===== src/rtl/kf_pkg.sv =====
// Shared Kalman-filter datapath definitions: default widths, arbiter FSM
// encoding and the requester-index width helper.
package kf_pkg;

  localparam int KF_W    = 24;
  localparam int KF_FRAC = 14;

  typedef enum logic [1:0] {
    ST_IDLE  = 2'd0,
    ST_ISSUE = 2'd1,
    ST_WAIT  = 2'd2,
    ST_RESP  = 2'd3
  } inv_state_t;

  function automatic int idw(input int n);
    return (n > 1) ? $clog2(n) : 1;
  endfunction

endpackage


===== src/rtl/inv_rr_pick.sv =====
// Combinational round-robin picker: first set request bit scanning upward
// from ptr+1, wrapping modulo N.
module inv_rr_pick
  import kf_pkg::*;
#(
  parameter int N   = 4,
  parameter int IDW = idw(N)
) (
  input  logic [N-1:0]   req,
  input  logic [IDW-1:0] ptr,
  output logic           any,
  output logic [IDW-1:0] idx
);

  logic found;

  always_comb begin
    any   = |req;
    idx   = '0;
    found = 1'b0;
    for (int k = 1; k <= N; k++) begin
      logic [IDW-1:0] cand;
      cand = IDW'((int'(ptr) + k) % N);
      if (!found && req[cand]) begin
        found = 1'b1;
        idx   = cand;
      end
    end
  end

endmodule


===== src/rtl/inverse_arbiter.sv =====
// Shares one reciprocal divider among N signed requesters: round-robin grant,
// sign/magnitude conditioning, start/rdy sequencing, tagged result with watchdog.
module inverse_arbiter
  import kf_pkg::*;
#(
  parameter int W    = KF_W,
  parameter int FRAC = KF_FRAC,
  parameter int N    = 4,
  parameter int TMO  = 72,
  parameter int IDW  = idw(N)
) (
  input  logic                clk,
  input  logic                rst,
  input  logic [N-1:0]        req,
  input  logic [N*W-1:0]      req_den,
  output logic [N-1:0]        ack,
  output logic                resp_valid,
  output logic [IDW-1:0]      resp_id,
  output logic signed [W-1:0] resp_q,
  output logic                resp_err,
  output logic                div_start,
  output logic [W-2:0]        div_den_mag,
  input  logic [W-2:0]        div_q_mag,
  input  logic                div_rdy
);

  localparam int WDW = $clog2(TMO + 1);
  localparam logic signed [W-1:0] MOST_NEG = {1'b1, {(W-1){1'b0}}};

  if (N < 2 || N > 8 || FRAC >= W || TMO < 2) begin : g_bad_cfg
    $error("inverse_arbiter: unsupported parameter set");
  end

  // Zero clamps to 1 and the most-negative value saturates, so the divider
  // never sees a zero or an unrepresentable magnitude.
  function automatic logic [W-2:0] mag_of(input logic signed [W-1:0] d);
    logic signed [W-1:0] a;
    a = d[W-1] ? -d : d;
    if (d == '0)
      return {{(W-2){1'b0}}, 1'b1};
    else if (d == MOST_NEG)
      return '1;
    return a[W-2:0];
  endfunction

  function automatic logic signed [W-1:0] apply_sign(input logic s,
                                                     input logic [W-2:0] q);
    logic signed [W-1:0] u;
    u = {1'b0, q};
    return s ? -u : u;
  endfunction

  inv_state_t          state, state_nx;
  logic [IDW-1:0]      ptr, id_r, pick_idx;
  logic                pick_any, sign_r;
  logic [WDW-1:0]      wd;
  logic signed [W-1:0] den_arr [N];
  logic                accept, expire;

  inv_rr_pick #(.N(N), .IDW(IDW)) u_pick (
    .req (req),
    .ptr (ptr),
    .any (pick_any),
    .idx (pick_idx)
  );

  always_comb begin
    for (int i = 0; i < N; i++) den_arr[i] = req_den[i*W +: W];
  end

  // First WAIT cycle (wd == 0) masks a div_rdy left over from the last operation.
  assign accept = (state == ST_WAIT) && (wd != '0) && div_rdy;
  assign expire = (state == ST_WAIT) && !accept && (wd == WDW'(TMO - 1));

  always_ff @(posedge clk or posedge rst) begin
    if (rst) state <= ST_IDLE;
    else     state <= state_nx;
  end

  always_comb begin
    state_nx = state;
    case (state)
      ST_IDLE:  if (pick_any) state_nx = ST_ISSUE;
      ST_ISSUE: state_nx = ST_WAIT;
      ST_WAIT:  if (accept || expire) state_nx = ST_RESP;
      ST_RESP:  state_nx = ST_IDLE;
      default:  state_nx = ST_IDLE;
    endcase
  end

  // Registered outputs and transaction context, updated by the same edges as state.
  always_ff @(posedge clk or posedge rst) begin
    if (rst) begin
      ack         <= '0;
      div_start   <= 1'b0;
      div_den_mag <= '0;
      resp_valid  <= 1'b0;
      resp_id     <= '0;
      resp_q      <= '0;
      resp_err    <= 1'b0;
      ptr         <= IDW'(N - 1);
      id_r        <= '0;
      sign_r      <= 1'b0;
      wd          <= '0;
    end else begin
      ack        <= '0;
      div_start  <= 1'b0;
      resp_valid <= 1'b0;
      resp_err   <= 1'b0;
      case (state)
        ST_IDLE: begin
          if (pick_any) begin
            ack         <= N'(1) << pick_idx;
            div_start   <= 1'b1;
            div_den_mag <= mag_of(den_arr[pick_idx]);
            sign_r      <= den_arr[pick_idx][W-1];
            id_r        <= pick_idx;
            ptr         <= pick_idx;
          end
        end
        ST_ISSUE: wd <= '0;
        ST_WAIT: begin
          if (accept) begin
            resp_valid <= 1'b1;
            resp_id    <= id_r;
            resp_q     <= apply_sign(sign_r, div_q_mag);
          end else if (expire) begin
            resp_valid <= 1'b1;
            resp_id    <= id_r;
            resp_q     <= '0;
            resp_err   <= 1'b1;
          end else begin
            wd <= wd + 1'b1;
          end
        end
        default: ;
      endcase
    end
  end

endmodule

===== config.mk =====
export PLATFORM = sky130hd
export DESIGN_NAME = inverse_arbiter
export DESIGN_NICKNAME = d
export VERILOG_FILES = /design/src/rtl/kf_pkg.sv /design/src/rtl/inv_rr_pick.sv /design/src/rtl/inverse_arbiter.sv
export SDC_FILE = /design/constraint.sdc
export NUM_CORES = 1
export LEC_CHECK = 0
export ABC_AREA = 1
export CORE_ASPECT_RATIO = 1.4
export CORE_MARGIN = 3
export CORE_UTILIZATION = 48
export CTS_BUF_LIST = sky130_fd_sc_hd__clkbuf_4 sky130_fd_sc_hd__clkbuf_8
export DETAILED_ROUTE_END_ITERATION = 8
export GPL_TIMING_DRIVEN = 0
export MAX_ROUTING_LAYER = met4
export PLACE_DENSITY = 0.84
export SYNTH_ARGS = -nofsm -noshare
export SYNTH_HDL_FRONTEND = slang
export SYNTH_SLANG_ARGS = --single-unit

===== constraint.sdc =====
create_clock -name clk -period 3.55 [get_ports clk]
set_input_delay 1.065 -clock clk [delete_from_list [all_inputs] [get_ports clk]]
set_output_delay 1.065 -clock clk [all_outputs]
set_load 0.1 [all_outputs]

==> flow_summary.ini <==
[run_status]
outcome = finished, final reports clean

[synthesis]
synth_compound_area_share_pct = 10.5
yosysSeqAreaShare_pct = 32.8
synth_top_family_by_area = simple AND/OR/NAND/NOR gates
ys_warn_count = 0
yosys.area.top_type = dfrtp_1
postSynthAreaPerCell_sq_um = 6.44
synth_cells = 831
synth.distinct_cells = 41
synth-edff-count = 0
muxShareOfSynthArea_pct = 0
synth_ff_type = dfrtp_1
synth.most_common_cell = nand2_1
yosys.area_share.adder_pct = 1.64
synth_xor_area_share_pct = 1.31
synth_top_cell_area_share_pct = 31.8
synth-simple-area-share_pct = 44.5
syn-num-nets = 964
ys_async_sr_fraction_pct = 100
synth_area_leaders = dfrtp_1 32%, nand2_1 23%, nand3_1 7.8%
synth_seq_cells = 70
synth_common_cells = 321 x nand2_1, 83 x nand3_1, 70 x nor2_1
syn_area_sq_um = 5350

[min_path]
hold_path.class = reg -> reg
hold_end = resp_id[1]$_DFFE_PP0P_
worst_hold_path.num_cells = 2
hold_start = id_r[1]$_DFFE_PP0P_

[worst_setup_path]
worstSetupStartpointType = input port
timing.rr.start = ptr[1]$_DFFE_PP1P_
cp_max_fo = 6
worstReg2RegEnd = div_den_mag[17]$_DFFE_PP0P_
timing.reg2reg.setup_slack_ns = 0.25
rr_worst_depth = 27
endpoint_kind = flip-flop
critPathKind = in -> reg
cp.required_ns = 3.80
cp.arrival_ns = 3.68

[floorplan]
rows = 45
die_h_um = 131
die_x_um = 95.3
core_sq_um = 10900
io_pins = 182
dieArea_sq_um = 12500
initial_utilization_pct = 49.3

[placed_design]
place_congestion = 0.975
hpwl_um = 12600
dp_cells = 1153
io_buffers = 181

[routing]
final_antenna_net_count = 0
routed_wl_um = 16600
drc = 0
drt_iter0_drc = 410
drtPass1Iterations = 5
via_per_inst = 5.19
post_drt_wl_per_cell_um = 13.9
via_count = 6178

[global_route]
grt_pass1_wl_um = 26600
antenna_found_initial = 0
overflow = 0
grt_util_met3_pct = 3.49
grt_pass1_vias = 5887
busiest_layer = met2
met1_usage_pct = 30.5
grt_use_met2_pct = 47.8
grtUsageTotal_pct = 27.3
grt_max_degree = 71

[sta]
hold_viol = 0
post-route-period-util_pct = 96.4
final.min_clock_period_ns = 3.42
skew_ns = 0.00776
timing.final.max_slew_violations = 0
fmax_mhz = 292
worst_pin_slew_ns = 1.03
relSlewSlack_pct = 30.8
setup_viol = 0

[layout]
finalNonFillerCells = 1191
diodes = 0
area_growth_pct = 46.8
drive_above_1_share_pct = 13.5
fin_nets = 1178

[cts]
numCtsBuffers = 9
insertion_delay_ns = 0.33
htree_levels = 3
tritoncts = done
cts_num_sinks = 70
clock_path_buffers = 2
clk_pin_slew_ns = 0.07
root_buffer = clkbuf_8

[run]
drv_cap = 0
==> area by class of cell <==
cell class | count | area (sq um)
multi-input cells | 652 | 3250
fillers | 918 | 3010
repair buffers | 206 | 2000
flip-flops and latches | 70 | 1750
inverters | 74 | 285
plain buffers | 32 | 206
clock buffers | 15 | 181
well taps | 141 | 176
clock inverters | 1 | 5.00
==> logic make-up after synthesis <==
| logic type | after synthesis |
|---|---|
| and+or+nand+nor | 541 |
| buffers and inverters | 109 |
| DFF | 70 |
| adders and majority gates | 7 |
| xor gates and xnor gates | 8 |
| AOI/OAI and AO/OA | 96 |
==> sequential cells by signal, indices dropped and copies added, names as in the netlist <==
signal / count
id_r: 2
resp_err: 1
resp_valid: 1
sign_r: 1
ack: 4
wd: 7
state: 2
div_den_mag: 23
ptr: 2
resp_q: 24
resp_id: 2
div_start: 1
==> cells in the final DEF, fill, tap and decap left out, types with 4 or more instances in the layout <==
| cell type | n |
|---|---|
| dfrtp_1 | 68 |
| clkbuf_4 | 5 |
| o21ai_0 | 44 |
| a21oi_1 | 26 |
| xor2_1 | 5 |
| buf_6 | 6 |
| buf_4 | 26 |
| nand3b_1 | 4 |
| clkbuf_8 | 11 |
| buf_2 | 8 |
| clkbuf_1 | 11 |
| a21oi_2 | 11 |
| clkdlybuf4s50_1 | 177 |
| nor2_2 | 8 |
| nand3_1 | 81 |
| nand3_2 | 4 |
| nand2_1 | 308 |
| clkbuf_2 | 4 |
| inv_1 | 63 |
| nor2_1 | 66 |
| nand4_1 | 8 |
| nand2_4 | 10 |
| nand2_2 | 17 |
| inv_2 | 8 |
| nor3_1 | 21 |
| ha_1 | 6 |
==> worst max path at each step <==
stage | cells after the start | slack [ns] | to | start
after CTS | 26 | 0.05 | div_den_mag[2]$_DFFE_PP0P_ | req[1]
after global routing | 16 | -0.03 | resp_q[20]$_DFFE_PP0P_ | div_q_mag[0]
final | 26 | 0.13 | div_den_mag[17]$_DFFE_PP0P_ | req[3]
after detailed placement | 23 | -1.09 | div_den_mag[5]$_DFFE_PP0P_ | req[2]
after floorplan | 23 | 0.05 | div_den_mag[10]$_DFFE_PP0P_ | req[0]
after global placement | 23 | -1.06 | div_den_mag[5]$_DFFE_PP0P_ | req[2]
==> critical path: stages <==
cell      delay (ns)
buf_2           0.13
nand2_2         0.09
nand2_2         0.08
nand2_4         0.08
nand2_4         0.07
o21bai_1        0.15
nand2_2         0.08
nand2_4         0.07
nand2_4         0.06
buf_6           0.12
buf_8           0.11
nand2_1         0.05
nand2_1         0.04
nand2_1         0.07
nand2_2         0.11
inv_2           0.09
ha_4            0.14
nand3_1         0.07
nor2_1          0.11
nand3_2         0.12
nor2_4          0.15
nand4_4         0.12
nand2_2         0.10
nand2_4         0.07
buf_4           0.16
a21oi_1         0.14
==> per-layer routing <==
layer	vias to the layer above	wire length, um
met5	-	0
met4	0	549
met3	37	1030
met2	253	8680
met1	2801	6310
li1	3087	-
==> through the flow <==
stage | setup WS (ns) | hold WS, ns | cell area [sq um] | TNS, ns | utilization, %
4_1_cts | 0.0464 | 0.482 | 7760 | 0 | 71.4
3_5_place_dp | -1.09 | 0.469 | 7340 | -23.53 | 67.6
2_1_floorplan | 0.0451 | 0.450 | 5350 | 0 | -
6_report | 0.128 | 0.476 | 7860 | 0 | 72.3
5_1_grt | -0.0342 | 0.496 | 7860 | -0.0719 | 72.3
3_3_place_gp | -1.06 | 0.461 | 7340 | -51.24 | 67.6
==> repair_timing <==
action                                 4_1_cts  5_1_grt
pin swaps                                   22       19
endpoints found under the hold margin        0        0
buffers inserted                            21        3
setup endpoints to repair                   23       28
resized for setup                           37       33
hold buffers                                 0        0
cloned                                       1        0
Power is not shown: default switching activity piles up to over one toggle a cycle in this logic, so the estimate is an artifact.
